File: src/rtl/gzip_out_framer.sv
// gzip_out_framer: drains the gzip output FIFO (rden -> data next cycle) into a
// valid/ready stream. The newest word is held back until the end of the stream
// is known, so the final word can carry m_last. An eof strobe and a per-stream
// word count are also produced.
module gzip_out_framer #(
   parameter int unsigned DATA_WIDTH    = 32,
   parameter int unsigned BUF_DEPTH     = 4,
   parameter int unsigned BUF_DEPTH_LOG = 2,
   parameter int unsigned CNT_WIDTH     = 32
) (
   input  logic                  clk,
   input  logic                  rst_n,
   input  logic                  fifo_empty,
   input  logic [DATA_WIDTH-1:0] fifo_dout,
   output logic                  fifo_rden,
   input  logic                  gzip_done,
   input  logic                  restart,
   output logic [DATA_WIDTH-1:0] m_data,
   output logic                  m_valid,
   input  logic                  m_ready,
   output logic                  m_last,
   output logic                  eof_pulse,
   output logic                  stream_done,
   output logic [CNT_WIDTH-1:0]  word_count
);

   localparam int unsigned CW      = BUF_DEPTH_LOG + 1;
   localparam logic [CW:0] DEPTH_L = (CW+1)'(BUF_DEPTH);

   typedef enum logic [1:0] {
      ST_RUN   = 2'd0,
      ST_FLUSH = 2'd1,
      ST_DONE  = 2'd2
   } state_t;

   state_t                  state;
   state_t                  state_nxt;
   logic [DATA_WIDTH-1:0]   buf_mem [BUF_DEPTH];
   logic [BUF_DEPTH_LOG-1:0] wr_ptr;
   logic [BUF_DEPTH_LOG-1:0] rd_ptr;
   logic [CW-1:0]           count;
   logic [CW:0]             occ;
   logic                    inflight;
   logic                    done_seen;
   logic                    rd_arm;
   logic                    accept;
   logic                    rearm;

   // Buffered plus in-flight words; reads stop once this reaches the depth.
   assign occ = {1'b0, count} + (CW+1)'(inflight);

   // rd_arm keeps rden low during reset and the first cycle after release.
   assign fifo_rden = rd_arm && (state == ST_RUN) && !fifo_empty && (occ < DEPTH_L);

   assign m_data      = m_valid ? buf_mem[rd_ptr] : '0;
   assign stream_done = (state == ST_DONE);

   // Next-state, stream handshake and hold-back decode.
   always_comb begin
      state_nxt = state;
      m_valid   = 1'b0;
      m_last    = 1'b0;
      accept    = 1'b0;
      rearm     = 1'b0;
      unique case (state)
         ST_RUN: begin
            m_valid = (count >= CW'(2));
            accept  = m_valid && m_ready;
            if (done_seen && fifo_empty && !inflight && !fifo_rden)
               state_nxt = ST_FLUSH;
         end
         ST_FLUSH: begin
            m_valid = (count != '0);
            m_last  = (count == CW'(1));
            accept  = m_valid && m_ready;
            if ((count == '0) || (accept && m_last))
               state_nxt = ST_DONE;
         end
         ST_DONE: begin
            if (restart) begin
               state_nxt = ST_RUN;
               rearm     = 1'b1;
            end
         end
         default: state_nxt = ST_RUN;
      endcase
   end

   // State register.
   always_ff @(posedge clk or negedge rst_n) begin
      if (!rst_n) state <= ST_RUN;
      else        state <= state_nxt;
   end

   // Buffer bookkeeping, done latch, eof strobe and word counter.
   always_ff @(posedge clk or negedge rst_n) begin
      if (!rst_n) begin
         wr_ptr     <= '0;
         rd_ptr     <= '0;
         count      <= '0;
         inflight   <= 1'b0;
         done_seen  <= 1'b0;
         rd_arm     <= 1'b0;
         eof_pulse  <= 1'b0;
         word_count <= '0;
      end else begin
         rd_arm   <= 1'b1;
         inflight <= fifo_rden;
         if (inflight) wr_ptr <= wr_ptr + BUF_DEPTH_LOG'(1);
         if (accept)   rd_ptr <= rd_ptr + BUF_DEPTH_LOG'(1);
         unique case ({inflight, accept})
            2'b10:   count <= count + CW'(1);
            2'b01:   count <= count - CW'(1);
            default: count <= count;
         endcase
         if (rearm)          done_seen <= 1'b0;
         else if (gzip_done) done_seen <= 1'b1;
         eof_pulse <= (state_nxt == ST_DONE) && (state != ST_DONE);
         if (rearm)       word_count <= '0;
         else if (accept) word_count <= word_count + CNT_WIDTH'(1);
      end
   end

   // Buffer storage: FIFO data lands the cycle after rden.
   always_ff @(posedge clk) begin
      if (inflight) buf_mem[wr_ptr] <= fifo_dout;
   end

endmodule
File: config.mk
export PLATFORM = sky130hd
export DESIGN_NAME = gzip_out_framer
export DESIGN_NICKNAME = d
export VERILOG_FILES = /design/src/rtl/gzip_out_framer.sv
export SDC_FILE = /design/constraint.sdc
export NUM_CORES = 1
export LEC_CHECK = 0
export BUFFER_PORTS_ARGS = -buffer_cell sky130_fd_sc_hd__buf_2
export CAP_MARGIN = 20
export CORE_ASPECT_RATIO = 2
export CORE_MARGIN = 10
export CORE_UTILIZATION = 57
export DETAILED_ROUTE_END_ITERATION = 10
export PLACE_DENSITY = 0.8
export SLEW_MARGIN = 5
export SYNTH_ARGS = -nofsm -noshare
export SYNTH_HDL_FRONTEND = slang
export SYNTH_SLANG_ARGS = --single-unit
File: constraint.sdc
create_clock -name clk -period 2.9 [get_ports clk]
set_input_delay 0.58 -clock clk [delete_from_list [all_inputs] [get_ports clk]]
set_output_delay 0.58 -clock clk [all_outputs]
set_load 0.02 [all_outputs]
# --- Yosys cells after proc, flatten, opt, wreduce, memory -nomap -nowiden ---
# Memory sizes are Yosys's and may differ from the RTL's.
# Index checks and enable logic that the tools add are counted.
word_totals:
  ff_bits: 45
  latch_bits: 0
  mem_bits_rw: 128
  romBits: 0
  inputBits: 38
  output_inout_bits: 69
  word_cells: 62
  mem_count: 1
memory_table:
  columns: ["memory", "words", "word_bits", "rd", "rd_clocked_by_memory_dff", "wr", "line_no", "text"]
  rows:
  - ["buf_mem", 4, 32, 1, 0, 1, "38", "logic [DATA_WIDTH-1:0] buf_mem [BUF_DEPTH];"]
classes:
  n_addsub: 6
  multipliers: 0
  n_div: 0
  order_cmp: 2
  n_eq_ne: 7
  n_shift: 0
  n_mux: 17
  bitwise: 0
  n_reduce_logical: 20
op_table:
  columns: ["cell", "count"]
  rows:
  - ["$mux 32", 3]
  - ["$add 32x1->32 const B", 1]
  - ["$logic_and 1x1->1", 10]
  - ["$mux 1", 7]
  - ["$eq 2x2->1 const B", 3]
  - ["$mux 2", 3]
  - ["$pmux 2 s3", 1]
  - ["$pmux 3 s2", 1]
  - ["$reduce_bool 2->1", 3]
  - ["$add 2x1->2 const B", 2]
  - ["$add 3x1->4", 1]
  - ["$eq 2x1->1 const B", 2]
  - ["$lt 4x3->1 const B", 1]
  - ["$pmux 1 s2", 2]
  - ["$add 3x1->3 const B", 1]
  - ["$eq 3x1->1 const B", 1]
  - ["$ge 3x2->1 const B", 1]
  - ["$logic_not 1->1", 3]
  - ["$logic_not 3->1", 1]
  - ["$reduce_bool 3->1", 1]
  - ["$sub 3x1->3 const B", 1]
  - ["$logic_not 2->1", 1]
  - ["$ne 2x2->1 const B", 1]
  - ["$logic_or 1x1->1", 1]

# --- Longest topological paths before layout ---
# Gate-level depths: netlist (run 1).
depth:
  depth_word: 10
  depth_mapped: 10
  depth_no_buf: 10

# --- Worst setup path after synthesis (run 1) ---
# OpenSTA, ideal clock, no wires.
synth_timing:
  path_type: "register to output"
  from: "register rd_ptr[0]"
  to: "output m_data[10]"
  t_arrival_ns: 1.976
  t_required_ns: 2.320
  path_slack_ns: 0.344
  stages_incl_launch_ff: 5
  path_buffers: 2
  path_cell_list: "dfrtp_1 -> clkbuf_1 -> buf_1 -> mux4_2 -> and3_1"
synth_via:
  elab_chain_len: 2
synth_lines:
  columns: ["element", "line_no", "text"]
  rows:
  - ["start, declared", "40", "logic [BUF_DEPTH_LOG-1:0] rd_ptr;"]
  - ["start signal, assigned", "110", "if (accept) rd_ptr <= rd_ptr + BUF_DEPTH_LOG'(1);"]
  - ["$mem_v2 4x32", null, null]
  - ["$mux 32", "55", "assign m_data = m_valid ? buf_mem[rd_ptr] : '0;"]
  - ["end, declared", "18", "output logic [DATA_WIDTH-1:0] m_data,"]
# Every way passes these cells.

# --- Worst setup path after layout (run 1) ---
layout_timing:
  from: "register count[0]"
  to: "output m_data[16]"
layout_via:
  elab_chain_len: 3
  word_cells_on_any_way: 4
  classes_between: "order compare (1); mux (2); reduce/logical (1)"
layout_lines:
  columns: ["element", "line_no", "text"]
  rows:
  - ["start, declared", "41", "logic [CW-1:0] count;"]
  - ["start signal, assigned", "112", "2'b10: count <= count + CW'(1);"]
  - ["start signal, assigned", "113", "2'b01: count <= count - CW'(1);"]
  - ["start signal, assigned", "114", "default: count <= count;"]
  - ["$ge 3x2->1 / $reduce_bool 3->1 (equally long branches)", "67, 73", null]
  - ["$pmux 1 s2 (*)", "65", "unique case (state)"]
  - ["$mux 32 (*)", "55", null]
# Mark *: on every way between the ends. The rest lies on a longest branch, timed or not.

==> results of run 1 <==
==> layout make-up <==
cell class | count | area, um2 | area share [%]
Timing Repair Buffer | 117 | 626 | 7.32
Tap cell | 150 | 188 | 2.20
Inverter | 16 | 60.1 | 0.702
Clock buffer | 17 | 425 | 4.98
Multi-Input combinational cell | 245 | 2090 | 24.4
Clock inverter | 15 | 194 | 2.27
Sequential cell | 173 | 4970 | 58.1
==> stage by stage <==
stage          instance area (um2)  setup WS, ps  power, mW
2_1_floorplan                 7190           344       4.93
3_3_place_gp                  7930           537       5.82
3_5_place_dp                  7930           438       5.90
4_1_cts                       8550           159       8.20
5_1_grt                       8550          61.6       8.49
6_report                      8550           167       8.11
==> registers in the layout (all words and copies together) (netlist names), 2 cells and up <==
register,cells
buf_mem,128
count,3
rd_ptr,2
state,2
word_count,32
wr_ptr,2
==> kinds of logic after synthesis <==
| group | after synthesis | share of synthesized area, % |
|---|---|---|
| adder cells (fa/ha/maj) | 10 | 1.74 |
| flip-flops | 173 | 69.2 |
| multiplexers | 32 | 10.0 |
| AO/OA/AOI/OAI | 24 | 1.92 |
| other | 1 | 0.0522 |
| XOR/XNOR | 29 | 3.53 |
| AND/OR/NAND/NOR | 149 | 11.5 |
| buffers and inverters | 39 | 2.05 |
==> layout by cell type (no fill, tap or decap), types with 7 or more instances in the layout <==
| cell | synthesis | final |
|---|---|---|
| o21ai_0 | 8 | 8 |
| nor4_1 | 10 | 10 |
| buf_2 | 0 | 106 |
| dfrtp_1 | 45 | 44 |
| mux4_2 | 32 | 32 |
| nor3_1 | 7 | 7 |
| xnor2_1 | 27 | 27 |
| ha_1 | 10 | 10 |
| nand3_1 | 7 | 7 |
| and3_1 | 37 | 37 |
| clkbuf_16 | 0 | 17 |
| edfxtp_1 | 128 | 128 |
| a21oi_1 | 9 | 8 |
| nand2_1 | 19 | 19 |
| inv_1 | 16 | 16 |
| buf_4 | 0 | 10 |
| nor2_1 | 31 | 31 |
==> where the power goes <==
group / switching (mW) / leakage [nW] / internal [mW]
registers: 0.165 / 1.75 / 2.90
clock network: 1.05 / 0.298 / 1.25
logic: 1.63 / 1.35 / 1.12
total: 2.84 / 3.40 / 5.27
==> metal layers <==
metal  global-route usage [%]  part of all wire [%]
met1                     18.9                    35
met2                     32.6                    56
met3                     5.33                   6.7
met4                     7.20                   2.1
met5                        0                  0.11
==> path summary, 6_finish.rpt <==
| path | slack, ps | start | depth (start not counted) | to |
|---|---|---|---|---|
| setup / recovery | 170 | count[0]$_DFFE_PN0P_ | 7 | m_data[16] |
| hold / removal | 10 | rst_n | 1 | word_count[22]$_DFFE_PN0P_ |
| setup reg to reg | 430 | count[0]$_DFFE_PN0P_ | 9 | word_count[31]$_DFFE_PN0P_ |
| hold reg to reg | 520 | done_seen$_DFFE_PN0P_ | 2 | done_seen$_DFFE_PN0P_ |
| max in group asynchronous | 2280 | rst_n | 2 | rd_ptr[0]$_DFFE_PN0P_ |
| min in group clk | 370 | fifo_dout[20] | 1 | buf_mem[1][20]$_DFFE_PP_ |
==> metrics, run 1 <==
setup bufs post-CTS 0; Netlist Area Pre-Place 7190 um2; Synth-to-Final Area Change 19.0%; Fin. Hold Viols 0; total track usage 18.0%; RSZ-0062 raised after global routing false; Worst VDD drop 0.710 mV; die footprint 17800 um2; Post-route DRC 0; LEAKAGE 3.40 nW; Post-synth top flop edfxtp_1; Die Ht 179 um; Final Cycle Share 94.2%; H-tree depth 4; synth warn 0; DIE WIDTH ~99 um; Non-Filler Instances 733; #FFs+latches synth 173; maximum fanout along the worst path 18; placed cells 701; commonest cells in the netlist edfxtp_1, dfrtp_1, and3_1, mux4_2, nor2_1; clock slew at reported path FFs approximately 70 ps; Hold WS 14.8 ps; Longest Clk Path Bufs 2; # rows 58; CP peak stage delay 410 ps; Starting DRT DRC Count 245; EDFF count, synth 128; Core ar. 12500 um2; maxcap violations 0; status finished clean; most frequent cell on the critical path ha_1; GRT overflow 0; Vias 4322; antenna violations before repair 1; Critical Path RT 2320 ps; Worst-Margin Slew 894 ps; Max-slew headroom roughly 40%; fmax 366 MHz; Mapped Nets 505; worst endpoint data arrival time about 2200 ps; most numerous cell in the Yosys netlist edfxtp_1; skew final 11.2 ps; Worst Setup End Kind primary output; Post-CTS Resized 0; Vias/cell 5.90; Fillers ~850; nets@finish 618; starting density of the core 57.6%; CTS buffer count 17; PD cells 949 nW/um2; largest net degree at the start of global routing 34; Yosys top cell by area edfxtp_1; GPL Wtd Cong 0.883; Hold/Removal Path Class in -> async; routed length per instance around 21 um; Crit Path Class reg -> out; IO Count 107; Final Critical Period 2730 ps; max-slew violation count 0; CP max stage cell dfrtp_1; Setup crit start kind flop; area fraction of the dominant cell type after synthesis 53.5%; Distinct cells, synth 35; CTS Hold Bufs 0; vias in the first global route 4781; CP Cell Sequence inv_1, ha_1, ha_1, a21oi_4, buf_4, and3_1, buf_2; ranking of synthesized cells by area edfxtp_1, dfrtp_1, mux4_2; root buf cell clkbuf_16; hpwl dp slightly above 10 mm; layout cells sized above 1 32.2%; setup TNS 0 ps; syn_area_per_cell roughly 16 um2; asr flop ratio synth 26.0%; sequential element share of the synthesized area 69.2%; Antenna Nets Post-Route 0; CTS tree built; cell family with most CP delay buffers and inverters; Bufs and invs on worst path 3; # clock sinks 173; n_diodes 0; clk_lat worst skew roughly 420 ps; Layout Utilization 68.5%; DRT Wirelength between 15 and 20 mm; final setup violation count 0; IO buf count 106; first-pass GRT wire length around 25 mm; Post-Syn Instances about 460; TritonRoute pass-1 iters 4
No activity file was read; power rests on OpenSTA's default activity.
==> run 2: changes to the inputs <==
HOLD_SLACK_MARGIN = 0.08   (was not set)
==> metrics, run 2 (synthesis results as in run 1) <==
status finished clean (unchanged); Synth-to-Final Area Change 19.1% (was 19.0%); total track usage 18.0% (about the same); max-slew violation count 0 (unchanged); first-pass GRT wire length 24.9 mm (unchanged); GPL Wtd Cong 0.883 (unchanged); Vias 4353 (was 4322); Largest Register buf_mem (unchanged); largest net degree at the start of global routing 34 (unchanged); Fillers 851 (was 852); IO buf count 106 (unchanged); Antenna Nets Post-Route 0 (unchanged); Final Power 8.12 mW (was 8.11 mW); starting density of the core 57.6% (unchanged); Vias/cell 5.93 (was 5.90); DIE WIDTH 99.4 um (unchanged); Core ar. 12500 um2 (unchanged); TritonRoute pass-1 iters 5 (was 4); Hold/Removal Path Class in -> reg (was in -> async); Largest register FFs 128 (unchanged); most frequent cell on the critical path ha_1 (unchanged); RSZ-0062 raised after global routing false (unchanged); # clock sinks 173 (unchanged); Critical Path RT 2320 ps (about the same); fmax 366 MHz (about the same); DRT Wirelength 15.5 mm (about the same); vias in the first global route 4781 (unchanged); placed cells 701 (unchanged); hpwl dp 10.4 mm (unchanged); Worst Setup End Kind primary output (unchanged); clock slew at reported path FFs 70 ps (about the same); CP max stage cell dfrtp_1 (unchanged); Die Ht 179 um (unchanged); Non-Filler Instances 734 (was 733); maximum fanout along the worst path 18 (unchanged); Longest Clk Path Bufs 2 (unchanged); biggest regs buf_mem (128), word_count (32), count (3) (unchanged); die footprint 17800 um2 (unchanged); CTS Hold Bufs 1 (was 0); Worst VDD drop 0.712 mV (was 0.710 mV); GRT overflow 0 (unchanged); Final Cycle Share 94.2% (about the same); Max-slew headroom 40.6% (was 40.4%); leading cell type in the layout, fill and taps excluded edfxtp_1 (unchanged); CP peak stage delay 410 ps (about the same); # rows 58 (unchanged); antenna violations before repair 1 (unchanged); maxcap violations 0 (unchanged); Post-route DRC 0 (unchanged); area of the multi-input gates 2090 um2 (unchanged); root buf cell clkbuf_16 (unchanged); LEAKAGE 3.40 nW (about the same); Fin. Hold Viols 0 (unchanged); Worst-Margin Slew 892 ps (was 894 ps); Final Critical Period 2730 ps (about the same); CTS tree built (unchanged); clk_lat worst skew 420 ps (about the same); Starting DRT DRC Count 256 (was 245); final setup violation count 0 (unchanged); commonest cells after routing, fill and taps aside edfxtp_1, buf_2, dfrtp_1 (unchanged); CP Cell Sequence inv_1, ha_1, ha_1, a21oi_4, buf_4, and3_1, buf_2 (unchanged); setup TNS 0 ps (unchanged); CTS buffer count 17 (unchanged); skew final 11.1 ps (was 11.2 ps); setup bufs post-CTS 0 (unchanged); nets@finish 619 (was 618); Setup crit start kind flop (unchanged); Post-CTS Resized 0 (unchanged); layout cells sized above 1 32.2% (about the same); Crit Path Class reg -> out (unchanged); n_diodes 0 (unchanged); pre-CTS setup slack 438 ps (unchanged); H-tree depth 4 (unchanged); routed length per instance 21.1 um (about the same); PD cells 948 nW/um2 (was 949 nW/um2); Final WS setup 168 ps (was 167 ps); IO Count 107 (unchanged); register cell area after layout 4970 um2 (unchanged); worst endpoint data arrival time 2150 ps (about the same)
==> run 2: changes by cell type in the layout (fill, tap and decap cells not counted) <==
| cell | change |
|---|---|
| dlygate4sd3_1 | +1 |
==> run 2: final timing paths <==
| kind | slack [ps] | start | endpoint | cells after the start |
|---|---|---|---|---|
| worst max-delay path | 170 | count[0]$_DFFE_PN0P_ | m_data[16] | 7 |
| worst min-delay path | 370 | fifo_dout[20] | buf_mem[3][20]$_DFFE_PP_ | 1 |
| worst max register to register | 420 | count[0]$_DFFE_PN0P_ | word_count[31]$_DFFE_PN0P_ | 9 |
| worst min register to register | 520 | done_seen$_DFFE_PN0P_ | done_seen$_DFFE_PN0P_ | 2 |
| max in group asynchronous | 1750 | rst_n | rd_ptr[0]$_DFFE_PN0P_ | 3 |
| min in group asynchronous | 550 | rst_n | word_count[22]$_DFFE_PN0P_ | 2 |
==> run 2: per-layer routing <==
| layer | routed length (um) | GRT usage (%) |
|---|---|---|
| met1 | 5550 | 19.0 |
| met2 | 8640 | 32.6 |
| met3 | 927 | 5.33 |
| met4 | 342 | 7.20 |
| met5 | 17 | 0 |
==> run 2: critical path, delay by kind of cell, from the launching register on <==
family | cells | cell delay (ps)
flip-flops | 1 | 410
buffers and inverters | 3 | 510
AO/OA/AOI/OAI | 1 | 150
adder cells (fa/ha/maj) | 2 | 430
AND/OR/NAND/NOR | 1 | 230
==> run 2: power by group <==
| part | total, mW | switching, mW | internal (mW) | leakage [nW] |
|---|---|---|---|---|
| logic | 2.76 | 1.63 | 1.12 | 1.35 |
| clock network | 2.30 | 1.05 | 1.25 | 0.298 |
| registers | 3.06 | 0.164 | 2.90 | 1.75 |
| total | 8.12 | 2.85 | 5.27 | 3.40 |
==> run 2: metrics by stage <==
step	utilization [%]	hold WS (ps)	area [um2]
after floorplan	-	284	7190
after global placement	63.5	458	7930
after detailed placement	63.5	462	7930
after CTS	68.6	352	8560
after global routing	68.6	356	8560
final	68.6	366	8560
==> run 2: final cells by class <==
type / instances / area share (%)
multi-input cells: 245 / 24.4
well taps: 150 / 2.19
flip-flops and latches: 173 / 58.1
clock inverters: 15 / 2.27
clock buffers: 17 / 4.97
repair buffers: 118 / 7.43
inverters: 16 / 0.702
